[src/rtl/asr_access_if.sv]
// ASR access bus: request/response handshake plus the register-file side port.
// The master side is the pipeline/register-file environment; the unit is the slave.
interface asr_access_if;
    logic        req_valid;
    logic        req_ready;
    logic        req_wr;
    logic [4:0]  req_addr;
    logic [31:0] req_rs1;
    logic [31:0] req_op2;
    logic        req_super;
    logic        flush;
    logic        rsp_valid;
    logic        rsp_ready;
    logic [31:0] rsp_data;
    logic        rsp_trap;
    logic [1:0]  rsp_trap_type;
    logic        asr_wr;
    logic [4:0]  asr_sel;
    logic [31:0] asr_in;
    logic [31:0] asr_rdata;

    modport master (
        output req_valid, req_wr, req_addr, req_rs1, req_op2, req_super, flush,
        output rsp_ready, asr_rdata,
        input  req_ready, rsp_valid, rsp_data, rsp_trap, rsp_trap_type,
        input  asr_wr, asr_sel, asr_in
    );

    modport slave (
        input  req_valid, req_wr, req_addr, req_rs1, req_op2, req_super, flush,
        input  rsp_ready, asr_rdata,
        output req_ready, rsp_valid, rsp_data, rsp_trap, rsp_trap_type,
        output asr_wr, asr_sel, asr_in
    );
endinterface

[src/rtl/asr_access_unit.sv]
// RDASR/WRASR access sequencer: privilege check, delayed register-file write,
// read capture and a held response, with flush and async reset cancellation.
module asr_access_unit #(
    parameter int unsigned WR_DELAY = 3
) (
    input  logic        clk,
    input  logic        rst,
    asr_access_if.slave bus
);
    localparam int unsigned CNT_W    = 2;
    localparam int unsigned ADDR_W   = 5;
    localparam int unsigned DATA_W   = 32;
    localparam bit          NO_DELAY = (WR_DELAY == 0);
    localparam logic [CNT_W-1:0] CNT_INIT = NO_DELAY ? '0 : CNT_W'(WR_DELAY - 1);

    typedef enum logic [2:0] {IDLE, READ, WDLY, WCOMMIT, RESP} state_t;

    state_t              state_q, state_d;
    logic [CNT_W-1:0]    cnt_q, cnt_d;
    logic [ADDR_W-1:0]   addr_q;
    logic [DATA_W-1:0]   wdata_q;
    logic [DATA_W-1:0]   rdata_q;
    logic [1:0]          tt_q;

    logic                accept_c;
    logic [1:0]          tt_c;
    logic                ready_c;
    logic                rsp_valid_c;
    logic [DATA_W-1:0]   rsp_data_c;
    logic                rsp_trap_c;
    logic [1:0]          rsp_tt_c;
    logic                asr_wr_c;
    logic [ADDR_W-1:0]   asr_sel_c;
    logic [DATA_W-1:0]   asr_in_c;

    // Trap classification of the request currently offered on the bus
    always_comb begin
        tt_c = 2'b00;
        if (bus.req_addr == ADDR_W'(0)) begin
            tt_c = 2'b01;
        end else if (bus.req_addr[ADDR_W-1] && !bus.req_super) begin
            tt_c = 2'b10;
        end
    end

    // Next-state and state-decoded outputs
    always_comb begin
        state_d     = state_q;
        cnt_d       = cnt_q;
        accept_c    = 1'b0;
        ready_c     = 1'b0;
        rsp_valid_c = 1'b0;
        rsp_data_c  = '0;
        rsp_trap_c  = 1'b0;
        rsp_tt_c    = 2'b00;
        asr_wr_c    = 1'b0;
        asr_sel_c   = '0;
        asr_in_c    = '0;
        case (state_q)
            IDLE: begin
                ready_c  = 1'b1;
                accept_c = bus.req_valid & ~bus.flush;
                if (accept_c) begin
                    if (tt_c != 2'b00) begin
                        state_d = RESP;
                    end else if (!bus.req_wr) begin
                        state_d = READ;
                    end else if (NO_DELAY) begin
                        state_d = WCOMMIT;
                    end else begin
                        state_d = WDLY;
                        cnt_d   = CNT_INIT;
                    end
                end
            end
            READ: begin
                asr_sel_c = addr_q;
                state_d   = bus.flush ? IDLE : RESP;
            end
            WDLY: begin
                asr_sel_c = addr_q;
                if (bus.flush) begin
                    state_d = IDLE;
                end else if (cnt_q == '0) begin
                    state_d = WCOMMIT;
                end else begin
                    cnt_d = cnt_q - CNT_W'(1);
                end
            end
            WCOMMIT: begin
                // A flush arriving here is too late: the write is committed
                asr_wr_c  = 1'b1;
                asr_sel_c = addr_q;
                asr_in_c  = wdata_q;
                state_d   = RESP;
            end
            RESP: begin
                rsp_valid_c = 1'b1;
                rsp_data_c  = rdata_q;
                rsp_trap_c  = (tt_q != 2'b00);
                rsp_tt_c    = tt_q;
                if (bus.flush || bus.rsp_ready) begin
                    state_d = IDLE;
                end
            end
            default: state_d = IDLE;
        endcase
    end

    always_ff @(posedge clk or posedge rst) begin
        if (rst) begin
            state_q <= IDLE;
            cnt_q   <= '0;
        end else begin
            state_q <= state_d;
            cnt_q   <= cnt_d;
        end
    end

    // Request payload capture and read-data sampling at the end of READ
    always_ff @(posedge clk or posedge rst) begin
        if (rst) begin
            addr_q  <= '0;
            wdata_q <= '0;
            rdata_q <= '0;
            tt_q    <= 2'b00;
        end else if (accept_c) begin
            addr_q  <= bus.req_addr;
            wdata_q <= bus.req_rs1 ^ bus.req_op2;
            rdata_q <= '0;
            tt_q    <= tt_c;
        end else if (state_q == READ) begin
            rdata_q <= bus.asr_rdata;
        end
    end

    // Ready is held low for the whole reset assertion
    assign bus.req_ready     = ready_c & ~rst;
    assign bus.rsp_valid     = rsp_valid_c;
    assign bus.rsp_data      = rsp_data_c;
    assign bus.rsp_trap      = rsp_trap_c;
    assign bus.rsp_trap_type = rsp_tt_c;
    assign bus.asr_wr        = asr_wr_c;
    assign bus.asr_sel       = asr_sel_c;
    assign bus.asr_in        = asr_in_c;
endmodule
[src/flat_wrapper.sv]
// flat-port wrapper written by rule: the top's interface ports become plain ports
module asr_access_unit_flat 
#(
    parameter int unsigned WR_DELAY = 3
)
  (clk, rst, bus_req_valid, bus_req_wr, bus_req_addr, bus_req_rs1, bus_req_op2, bus_req_super, bus_flush, bus_rsp_ready, bus_asr_rdata, bus_req_ready, bus_rsp_valid, bus_rsp_data, bus_rsp_trap, bus_rsp_trap_type, bus_asr_wr, bus_asr_sel, bus_asr_in);
  asr_access_if bus_i ();
  input  logic clk;
  input  logic rst;
  input wire logic [$bits(bus_i.req_valid)-1:0] bus_req_valid;
  input wire logic [$bits(bus_i.req_wr)-1:0] bus_req_wr;
  input wire logic [$bits(bus_i.req_addr)-1:0] bus_req_addr;
  input wire logic [$bits(bus_i.req_rs1)-1:0] bus_req_rs1;
  input wire logic [$bits(bus_i.req_op2)-1:0] bus_req_op2;
  input wire logic [$bits(bus_i.req_super)-1:0] bus_req_super;
  input wire logic [$bits(bus_i.flush)-1:0] bus_flush;
  input wire logic [$bits(bus_i.rsp_ready)-1:0] bus_rsp_ready;
  input wire logic [$bits(bus_i.asr_rdata)-1:0] bus_asr_rdata;
  output wire logic [$bits(bus_i.req_ready)-1:0] bus_req_ready;
  output wire logic [$bits(bus_i.rsp_valid)-1:0] bus_rsp_valid;
  output wire logic [$bits(bus_i.rsp_data)-1:0] bus_rsp_data;
  output wire logic [$bits(bus_i.rsp_trap)-1:0] bus_rsp_trap;
  output wire logic [$bits(bus_i.rsp_trap_type)-1:0] bus_rsp_trap_type;
  output wire logic [$bits(bus_i.asr_wr)-1:0] bus_asr_wr;
  output wire logic [$bits(bus_i.asr_sel)-1:0] bus_asr_sel;
  output wire logic [$bits(bus_i.asr_in)-1:0] bus_asr_in;
  assign bus_i.req_valid = bus_req_valid;
  assign bus_i.req_wr = bus_req_wr;
  assign bus_i.req_addr = bus_req_addr;
  assign bus_i.req_rs1 = bus_req_rs1;
  assign bus_i.req_op2 = bus_req_op2;
  assign bus_i.req_super = bus_req_super;
  assign bus_i.flush = bus_flush;
  assign bus_i.rsp_ready = bus_rsp_ready;
  assign bus_i.asr_rdata = bus_asr_rdata;
  assign bus_req_ready = bus_i.req_ready;
  assign bus_rsp_valid = bus_i.rsp_valid;
  assign bus_rsp_data = bus_i.rsp_data;
  assign bus_rsp_trap = bus_i.rsp_trap;
  assign bus_rsp_trap_type = bus_i.rsp_trap_type;
  assign bus_asr_wr = bus_i.asr_wr;
  assign bus_asr_sel = bus_i.asr_sel;
  assign bus_asr_in = bus_i.asr_in;
  asr_access_unit #(.WR_DELAY(WR_DELAY)) u_core (.clk(clk), .rst(rst), .bus(bus_i));
endmodule
[config.mk]
export PLATFORM = sky130hd
export DESIGN_NAME = asr_access_unit_flat
export DESIGN_NICKNAME = d
export VERILOG_FILES = /design/src/rtl/asr_access_if.sv /design/src/rtl/asr_access_unit.sv /design/src/flat_wrapper.sv
export SDC_FILE = /design/constraint.sdc
export NUM_CORES = 1
export LEC_CHECK = 0
export CAP_MARGIN = 15
export CORE_UTILIZATION = 30
export CTS_BUF_LIST = sky130_fd_sc_hd__clkbuf_8
export CTS_CLUSTER_DIAMETER = 40
export DETAILED_ROUTE_END_ITERATION = 6
export GPL_TIMING_DRIVEN = 0
export PLACE_DENSITY = 0.67
export SLEW_MARGIN = 5
export SYNTH_ARGS = -nofsm -noshare
export SYNTH_HDL_FRONTEND = slang
export SYNTH_SLANG_ARGS = --single-unit
[constraint.sdc]
create_clock -name clk -period 6.6 [get_ports clk]
set_input_delay 1.32 -clock clk [delete_from_list [all_inputs] [get_ports clk]]
set_output_delay 1.32 -clock clk [all_outputs]
set_load 0.02 [all_outputs]
Word-level counts from Yosys, hierarchy flattened

Index checks and enable logic that the tools add are counted.

Flip-flop bits (word level): 76
Input bits: 108
Output and inout port bits: 75
Logic and storage cells: 63

$add $sub $neg: 1
Eq/ne operators: 11
Multiplexer cells: 27
Bitwise gates (word level): 5
Reductions and logical operators: 13

Operator list:

| cell                                                 | count |
|---|---|
| two-way mux 32 bit                                   | 4 |
| XOR 32 bit                                           | 1 |
| two-way mux 2 bit                                    | 9 |
| two-way mux 3 bit                                    | 6 |
| one-hot mux 3 bit (5 select lines)                   | 1 |
| != test 2 bit (second input constant)                | 4 |
| nonzero test 2 bit                                   | 4 |
| equality test 3 x 2 -> 1 bit (second input constant) | 2 |
| AND reduction 6 bit                                  | 1 |
| zero test 5 bit                                      | 1 |
| two-way mux 1 bit                                    | 5 |
| two-way mux 5 bit                                    | 1 |
| != test 2 x 1 -> 1 bit (second input constant)       | 2 |
| one-hot mux 2 bit (2 select lines)                   | 1 |
| equality test 3 x 1 -> 1 bit (second input constant) | 1 |
| equality test 3 bit (second input constant)          | 1 |
| zero test 3 bit                                      | 1 |
| != test 3 x 2 -> 1 bit (second input constant)       | 1 |
| AND reduction 3 bit                                  | 1 |
| OR reduction 3 bit                                   | 1 |
| bitwise AND 1 bit                                    | 2 |
| zero test 2 bit                                      | 1 |
| inverter 1 bit                                       | 2 |
| subtractor 2 x 1 -> 2 bit (second input constant)    | 1 |
| 3 further kinds                                      | 3 |

Logic depth before layout (Yosys ltp)

Gate-level depths: netlist of run 1.

Depth in word-level cells: 8
Depth in mapped cells: 6
Gate-level depth less buffers: 5

Worst setup path before layout of run 1

OpenSTA, ideal clock, no wires.

Path type: input-to-output
From: input rst
To: output bus_req_ready
Arrival: 1.947 ns
Path slack: 3.333 ns
Stages on the path: 1
Buffers on the path: 0
Cells stage by stage: nor4_1

Word-level cells in the longest chain between the ends: 2

Ends and longest elaborated chain:

| item              | RTL line               | text |
|---|---|---|
| start, declared   | flat_wrapper.sv:9      | `input logic rst;` |
| inverter 1 bit    | asr_access_unit.sv:138 | `assign bus.req_ready = ready_c & ~rst;` |
| bitwise AND 1 bit | asr_access_unit.sv:138 |  |
| end, declared     | flat_wrapper.sv:19     | `output wire logic [$bits(bus_i.req_ready)-1:0] bus_req_ready;` |

Every way passes these cells.

Worst setup path after layout of run 1

Ends and elaborated chain as after synthesis.

==> results.py, run 1 <==
metrics = {
    "cells_and_area": {
        "fin_util_pct": 49.7,
        "diodes": 0,
        "final_area_sq_mm": 0.00600,
        "nets": 726,
        "layout-drive-gt1-share_pct": 4.50,
        "syn_to_final_growth_pct": 61.0,
    },
    "synthesis": {
        "postSynthCellCount": 423,
        "synth.mux.area_fraction_pct": 0.302,
        "synth_compound_area_share_pct": 10.1,
        "syn_nets": 532,
        "synth_area_per_cell_sq_um": 8.81,
        "yosys.area_share.simple_pct": 26.8,
        "yosysWarnings": 0,
        "ys_ff_latch": 76,
        "synthXorXnorAreaFrac_pct": 7.52,
        "synth_fa_ha_area_share_pct": 0.336,
        "synth_edf_count": 0,
        "yosysUniqueCellTypes": 30,
        "yosysSeqAreaShare_pct": 51.1,
        "synthFlopType": "dfrtp_1",
        "synthArstFlopShare_pct": 100,
        "syn_area_sq_mm": 0.00372,
        "synth_top_family_by_area": "simple AND/OR/NAND/NOR gates",
    },
    "place": {
        "routabilityCongestion": 0.725,
        "portBuffers": 182,
        "hpwl_mm": 8.61,
        "place_area_sq_mm": 0.00579,
    },
    "detailed_routing": {
        "wire_per_inst_um": 13.9,
        "vias": 3518,
        "vias_per_cell": 4.45,
        "drt-initial-drc-count": 136,
        "dr.pass1.iters": 4,
        "drt_wl_total_mm": 10.9,
        "drc": 0,
        "drtAntennaViolNets": 0,
    },
    "floorplanning": {
        "die-width_um": 113,
        "coreArea_sq_mm": 0.0121,
        "num_rows": 40,
        "die_h_um": 113,
        "die_area_sq_mm": 0.0129,
        "io_pins": 183,
        "initial_core_util_pct": 30.9,
    },
    "clock_network": {
        "insertion_delay_ns": 0.35,
        "cts-htree-levels": 3,
        "clock-root-buffer": "clkbuf_8",
        "cts_buffers": 9,
        "cts_tree": "built",
        "cts_resized": 0,
        "cts_setup_buffers": 0,
        "clock_path_buffers": 2,
        "postCtsHoldBufs": 0,
        "clk_pin_slew_ns": 0.09,
        "cts.sinks": 76,
    },
    "setup_path": {
        "worst_path_most_repeated_cell": "clkdlybuf4s50_1",
        "path_max_fanout": 2,
        "crit_cells": 3,
        "path_delay_family": "buffers and inverters",
        "endpoint_kind": "output pin",
        "arrival_ns": 2.65,
        "rrSetupSlack_ns": 4.66,
        "cp_slowest_stage_delay_ns": 0.68,
        "crit_slowest_cell": "clkdlybuf4s50_1",
        "crit_chain": "clkdlybuf4s50_1, nor4_1, clkdlybuf4s50_1",
        "path_buf_inv": 2,
        "rr_worst_depth": 6,
        "crit_required_ns": 5.28,
        "crit_type": "input pin to output pin",
        "crit_path_start_kind": "input pin",
    },
    "timing": {
        "finalHoldViolCount": 0,
        "rsz0062_at_grt": "no",
        "final.setup_skew_ns": 0.00979,
        "maxSlewViolCount": 0,
        "period_needed_ns": 3.97,
        "fin_tns_setup_ns": 0,
        "relSlewSlack_pct": 56.1,
        "finalCritPeriodShare_pct": 60.1,
        "fmax_mhz": 252,
        "worst_slew_pin_slew_ns": 0.657,
        "setup_violations": 0,
    },
    "pwr": {
        "power_density_mw_per_mm2": 217,
        "power.total_w": 0.00130,
        "vdd_ir_drop_max_uv": 103,
        "p_leak_nw": 2.59,
    },
    "hold_path": {
        "hold_class": "register to register",
        "worstHoldPathCells": 2,
    },
    "global_route": {
        "grt_overflow": 0,
        "grt_util_all_layers_pct": 17.3,
        "antenna_found_initial": 0,
        "grt_pass1_wl_mm": 17.3,
        "grt_pass1_vias": 3498,
        "grt_max_degree": 47,
    },
    "outcome": {
        "status": "finished, final reports clean",
    },
    "run": {
        "cap_viol_max_count": 0,
    },
}
## tightest hold or removal path, cell delays in order, from the launching register on
cell and delay, ns:
dfrtp_1 0.34, nand2_1 0.05, nand2_1 0.05
## cells in the final DEF (no fill, tap or decap), types with 2 or more instances in the layout
| cell type | instances |
|---|---|
| nand2_1 | 115 |
| o21ai_0 | 34 |
| buf_2 | 6 |
| and3_1 | 35 |
| dfrtp_1 | 76 |
| inv_1 | 4 |
| inv_6 | 2 |
| clkdlybuf4s50_1 | 182 |
| xnor2_1 | 32 |
| clkinvlp_4 | 2 |
| a21oi_1 | 32 |
| and2_1 | 37 |
| clkbuf_1 | 23 |
| nor2_1 | 7 |
| nand3_1 | 2 |
| clkbuf_8 | 10 |
| nand2b_1 | 2 |
## kinds of logic (layout without fill, tap and decap cells)
logic type                 Yosys count  count (layout)
AOI/OAI and AO/OA                   72              72
DFF                                 76              76
and+or+nand+nor                    206             206
xor gates and xnor gates            32              32
buffers and inverters               35             234
muxes                                1               1
adders and majority gates            1               1
## final cells by class
| class | count | area [sq um] |
|---|---|---|
| well taps | 168 | 210 |
| inverters | 5 | 21.3 |
| multi-input cells | 312 | 1680 |
| plain buffers | 30 | 124 |
| fillers | 1166 | 6070 |
| repair buffers | 183 | 1850 |
| clock buffers | 10 | 138 |
| flip-flops and latches | 76 | 1900 |
| clock inverters | 6 | 71.3 |
## per-layer routing
metal	routed length, um	GRT usage (%)	part of all wire, %
met5	0	0	0
met4	116	4.82	1.1
met3	360	2.87	3.3
met2	5660	30.1	52
met1	4810	22.1	44
## power breakdown
part           total (W)  internal, W  switching, W
registers       0.000621     0.000571     0.0000498
logic           0.000308     0.000157      0.000151
clock network   0.000371     0.000188      0.000183
## worst paths after layout
check | startpoint | endpoint
setup / recovery | rst | bus_req_ready
hold / removal | u_core.addr_q[4]$_DFFE_PP0P_ | u_core.addr_q[4]$_DFFE_PP0P_
setup reg to reg | u_core.state_q[0]$_DFFE_PP0P_ | u_core.rdata_q[14]$_DFFE_PP0P_
hold reg to reg | u_core.addr_q[4]$_DFFE_PP0P_ | u_core.addr_q[4]$_DFFE_PP0P_
max in group asynchronous | rst | u_core.wdata_q[5]$_DFFE_PP0P_
min in group asynchronous | rst | u_core.rdata_q[11]$_DFFE_PP0P_
## cell usage after synthesis, drive strengths merged (2+ instances only)
master / instances / area [sq um]
nand3: 2 / 10.0
nand2b: 2 / 12.5
buf: 7 / 37.5
o21ai: 34 / 170
nor2: 7 / 26.3
and3: 35 / 219
xnor2: 32 / 280
dfrtp: 76 / 1900
nand2: 115 / 432
clkbuf: 23 / 86.3
a21oi: 32 / 160
inv: 5 / 18.8
and2: 37 / 231
## through the flow
step / instances / hold slack [ns] / setup WS [ns]
final: 790 / 0.475 / 2.63
after global routing: 790 / 0.501 / 2.54
after CTS: 790 / 0.478 / 2.62
after detailed placement: 774 / 0.455 / 2.64
after global placement: 773 / 0.451 / 2.03
after floorplan: 423 / 0.437 / 3.33
## state kept, by name, summed over array words and instances, names as in the netlist
register,count
u_core.addr_q,5
u_core.state_q,3
u_core.rdata_q,32
u_core.wdata_q,32
u_core.tt_q,2
u_core.cnt_q,2
No activity file was read; power rests on OpenSTA's default activity.
==> run 2: changes to the inputs <==
--- a/config.mk
+++ b/config.mk
@@ -11,7 +11,7 @@
 export CTS_CLUSTER_DIAMETER = 40
 export DETAILED_ROUTE_END_ITERATION = 6
 export GPL_TIMING_DRIVEN = 0
-export PLACE_DENSITY = 0.67
+export PLACE_DENSITY = 0.69
 export SLEW_MARGIN = 5
 export SYNTH_ARGS = -nofsm -noshare
 export SYNTH_HDL_FRONTEND = slang
==> constraint.sdc (replaced) <==
create_clock -name clk -period 3.3 [get_ports clk]
set_input_delay 0.66 -clock clk [delete_from_list [all_inputs] [get_ports clk]]
set_output_delay 0.66 -clock clk [all_outputs]
set_load 0.02 [all_outputs]
==> run 2 against run 1 <==
Clock skew about the same; global-route usage down 0.12 points; first-iteration DRC count down 8.1%; register-to-register slack worse by 3.3 ns; worst setup slack worse by 2.4 ns; sequential cell count unchanged; sequential share of layout area up 0.17 points; power up 93%; largest cell class unchanged.
==> results.py, run 2 (same netlist as run 1, synthesis figures left out) <==
metrics = {
    "timing": {
        "finalHoldViolCount": 0,
        "hold-worst-slack_ns": 0.470,
        "finalCritPeriodShare_pct": 93.0,
        "maxSlewViolCount": 0,
        "fmax_mhz": 326,
        "worst_slew_pin_slew_ns": 0.714,
        "setup_violations": 0,
        "final.setup_skew_ns": 0.00991,
        "rsz0062_at_grt": "no",
        "period_needed_ns": 3.07,
        "relSlewSlack_pct": 52.3,
    },
    "clock_network": {
        "clock_path_buffers": 2,
        "cts_tree": "built",
        "cts.sinks": 76,
        "clk_pin_slew_ns": 0.08,
        "insertion_delay_ns": 0.34,
        "postCtsHoldBufs": 0,
        "clock-root-buffer": "clkbuf_8",
        "cts_resized": 0,
        "cts-htree-levels": 3,
        "cts_buffers": 9,
        "cts_setup_buffers": 0,
    },
    "hold_path": {
        "hold_end": "u_core.addr_q[0]$_DFFE_PP0P_",
        "min-delay-start": "u_core.addr_q[0]$_DFFE_PP0P_",
        "hold_class": "register to register",
        "worstHoldPathCells": 2,
    },
    "floorplanning": {
        "coreArea_sq_mm": 0.0121,
        "num_rows": 40,
        "die-width_um": 113,
        "die_h_um": 113,
        "io_pins": 183,
        "initial_core_util_pct": 30.9,
        "die_area_sq_mm": 0.0129,
    },
    "setup_path": {
        "worstReg2RegStart": "u_core.state_q[0]$_DFFE_PP0P_",
        "crit_path_start_kind": "register",
        "crit_type": "register to output pin",
        "crit_slowest_cell": "clkdlybuf4s50_1",
        "rrSetupSlack_ns": 1.40,
        "path_max_fanout": 10,
        "path_buf_inv": 3,
        "arrival_ns": 2.41,
        "cp_slowest_stage_delay_ns": 0.62,
        "path_delay_family": "buffers and inverters",
        "worst_path_most_repeated_cell": "clkbuf_1",
        "crit_required_ns": 2.64,
        "critPathLaunch": "u_core.state_q[2]$_DFFE_PP0P_",
        "r2r_end": "u_core.rdata_q[3]$_DFFE_PP0P_",
        "endpoint_kind": "output pin",
        "crit_chain": "clkbuf_1, clkbuf_1, and3_1, clkdlybuf4s50_1",
        "rr_worst_depth": 6,
    },
    "cells_and_area": {
        "syn_to_final_growth_pct": 60.1,
        "layout-drive-gt1-share_pct": 4.34,
        "final_area_sq_mm": 0.00596,
        "layout_common_cells": "clkdlybuf4s50_1, nand2_1, dfrtp_1",
        "reg_top3": "u_core.rdata_q (32), u_core.wdata_q (32), u_core.addr_q (5)",
        "diodes": 0,
        "nets": 726,
        "final_common_cell": "clkdlybuf4s50_1",
    },
    "pwr": {
        "pwr-share-seq_pct": 49.7,
        "swShare_pct": 30.2,
        "p_comb_share_pct": 24.8,
        "intPower_w": 0.00175,
        "clock_power_share_pct": 25.6,
        "p_leak_nw": 2.59,
        "p_sw_w": 0.000755,
        "power_density_mw_per_mm2": 420,
        "vdd_ir_drop_max_uv": 163,
    },
    "global_route": {
        "grt_pass1_wl_mm": 17.1,
        "grt_overflow": 0,
        "met1_usage_pct": 21.3,
        "grt_use_met2_pct": 29.9,
        "grt_pass1_vias": 3519,
        "antenna_found_initial": 0,
        "met3_usage_pct": 2.87,
        "grt_util_all_layers_pct": 17.1,
        "grt_max_degree": 61,
        "top_usage_layer": "met2",
    },
    "detailed_routing": {
        "dr.pass1.iters": 4,
        "wire_per_inst_um": 14.0,
        "drtAntennaViolNets": 0,
        "drt_wl_total_mm": 11.1,
        "vias": 3559,
        "drt-initial-drc-count": 125,
        "vias_per_cell": 4.51,
        "drc": 0,
    },
    "place": {
        "portBuffers": 182,
        "routabilityCongestion": 0.794,
        "hpwl_mm": 8.73,
        "place_area_sq_mm": 0.00579,
    },
    "run": {
        "cap_viol_max_count": 0,
    },
    "outcome": {
        "status": "finished, final reports clean",
    },
}
-- run 2: metal layers --
metal,up-vias,part of all wire (%)
met5,-,0
met4,0,2.0
met3,17,3.5
met2,86,50
met1,1691,44
li1,1765,-
-- run 2: how the worst max path moves through the flow --
| stage | endpoint | slack (ns) | depth (start not counted) |
|---|---|---|---|
| 2_1_floorplan | u_core.addr_q[0]$_DFFE_PP0P_ | 0.70 | 1 |
| 3_3_place_gp | u_core.wdata_q[13]$_DFFE_PP0P_ | -0.57 | 2 |
| 3_5_place_dp | bus_rsp_data[5] | 0.60 | 4 |
| 4_1_cts | bus_rsp_data[5] | 0.18 | 4 |
| 5_1_grt | bus_rsp_data[5] | 0.11 | 4 |
| 6_report | bus_rsp_data[5] | 0.23 | 4 |
-- run 2: metrics by stage --
| stage | TNS (ns) | instances | setup slack [ns] | utilization [%] | total power (W) |
|---|---|---|---|---|---|
| floorplan | 0 | 423 | 0.702 | - | 0.00158 |
| global placement | -42.95 | 773 | -0.568 | 47.7 | 0.00185 |
| detailed placement | 0 | 774 | 0.602 | 48.0 | 0.00189 |
| CTS | 0 | 790 | 0.184 | 49.5 | 0.00254 |
| global route | 0 | 790 | 0.107 | 49.5 | 0.00267 |
| finish | 0 | 790 | 0.232 | 49.5 | 0.00251 |
-- run 2: area by class of cell --
class                      count  area [sq um]
sequential                    76          1900
clock buffer                  10           138
multi-input combinational    312          1680
tap                          168           210
clock inverter                 6          40.0
inverter                       5          21.3
fill                        1149          6100
buffer                        30           124
timing repair buffer         183          1850
-- run 2: worst reg2reg max path: cells and delay by family (launching register included) --
| family | cells | cell delay [ns] |
|---|---|---|
| AOI/OAI and AO/OA | 1 | 0.09 |
| DFF | 1 | 0.44 |
| and+or+nand+nor | 2 | 0.40 |
| buffers and inverters | 3 | 0.84 |
-- run 2: power groups by stage --
stage / Clock [W] / Combinational (W) / Sequential (W)
after floorplan: 0 / 0.000352 / 0.00123
after global placement: 0 / 0.000603 / 0.00125
after detailed placement: 0 / 0.000627 / 0.00127
after CTS: 0.000668 / 0.000630 / 0.00125
after global routing: 0.000704 / 0.000698 / 0.00127
final: 0.000640 / 0.000620 / 0.00125
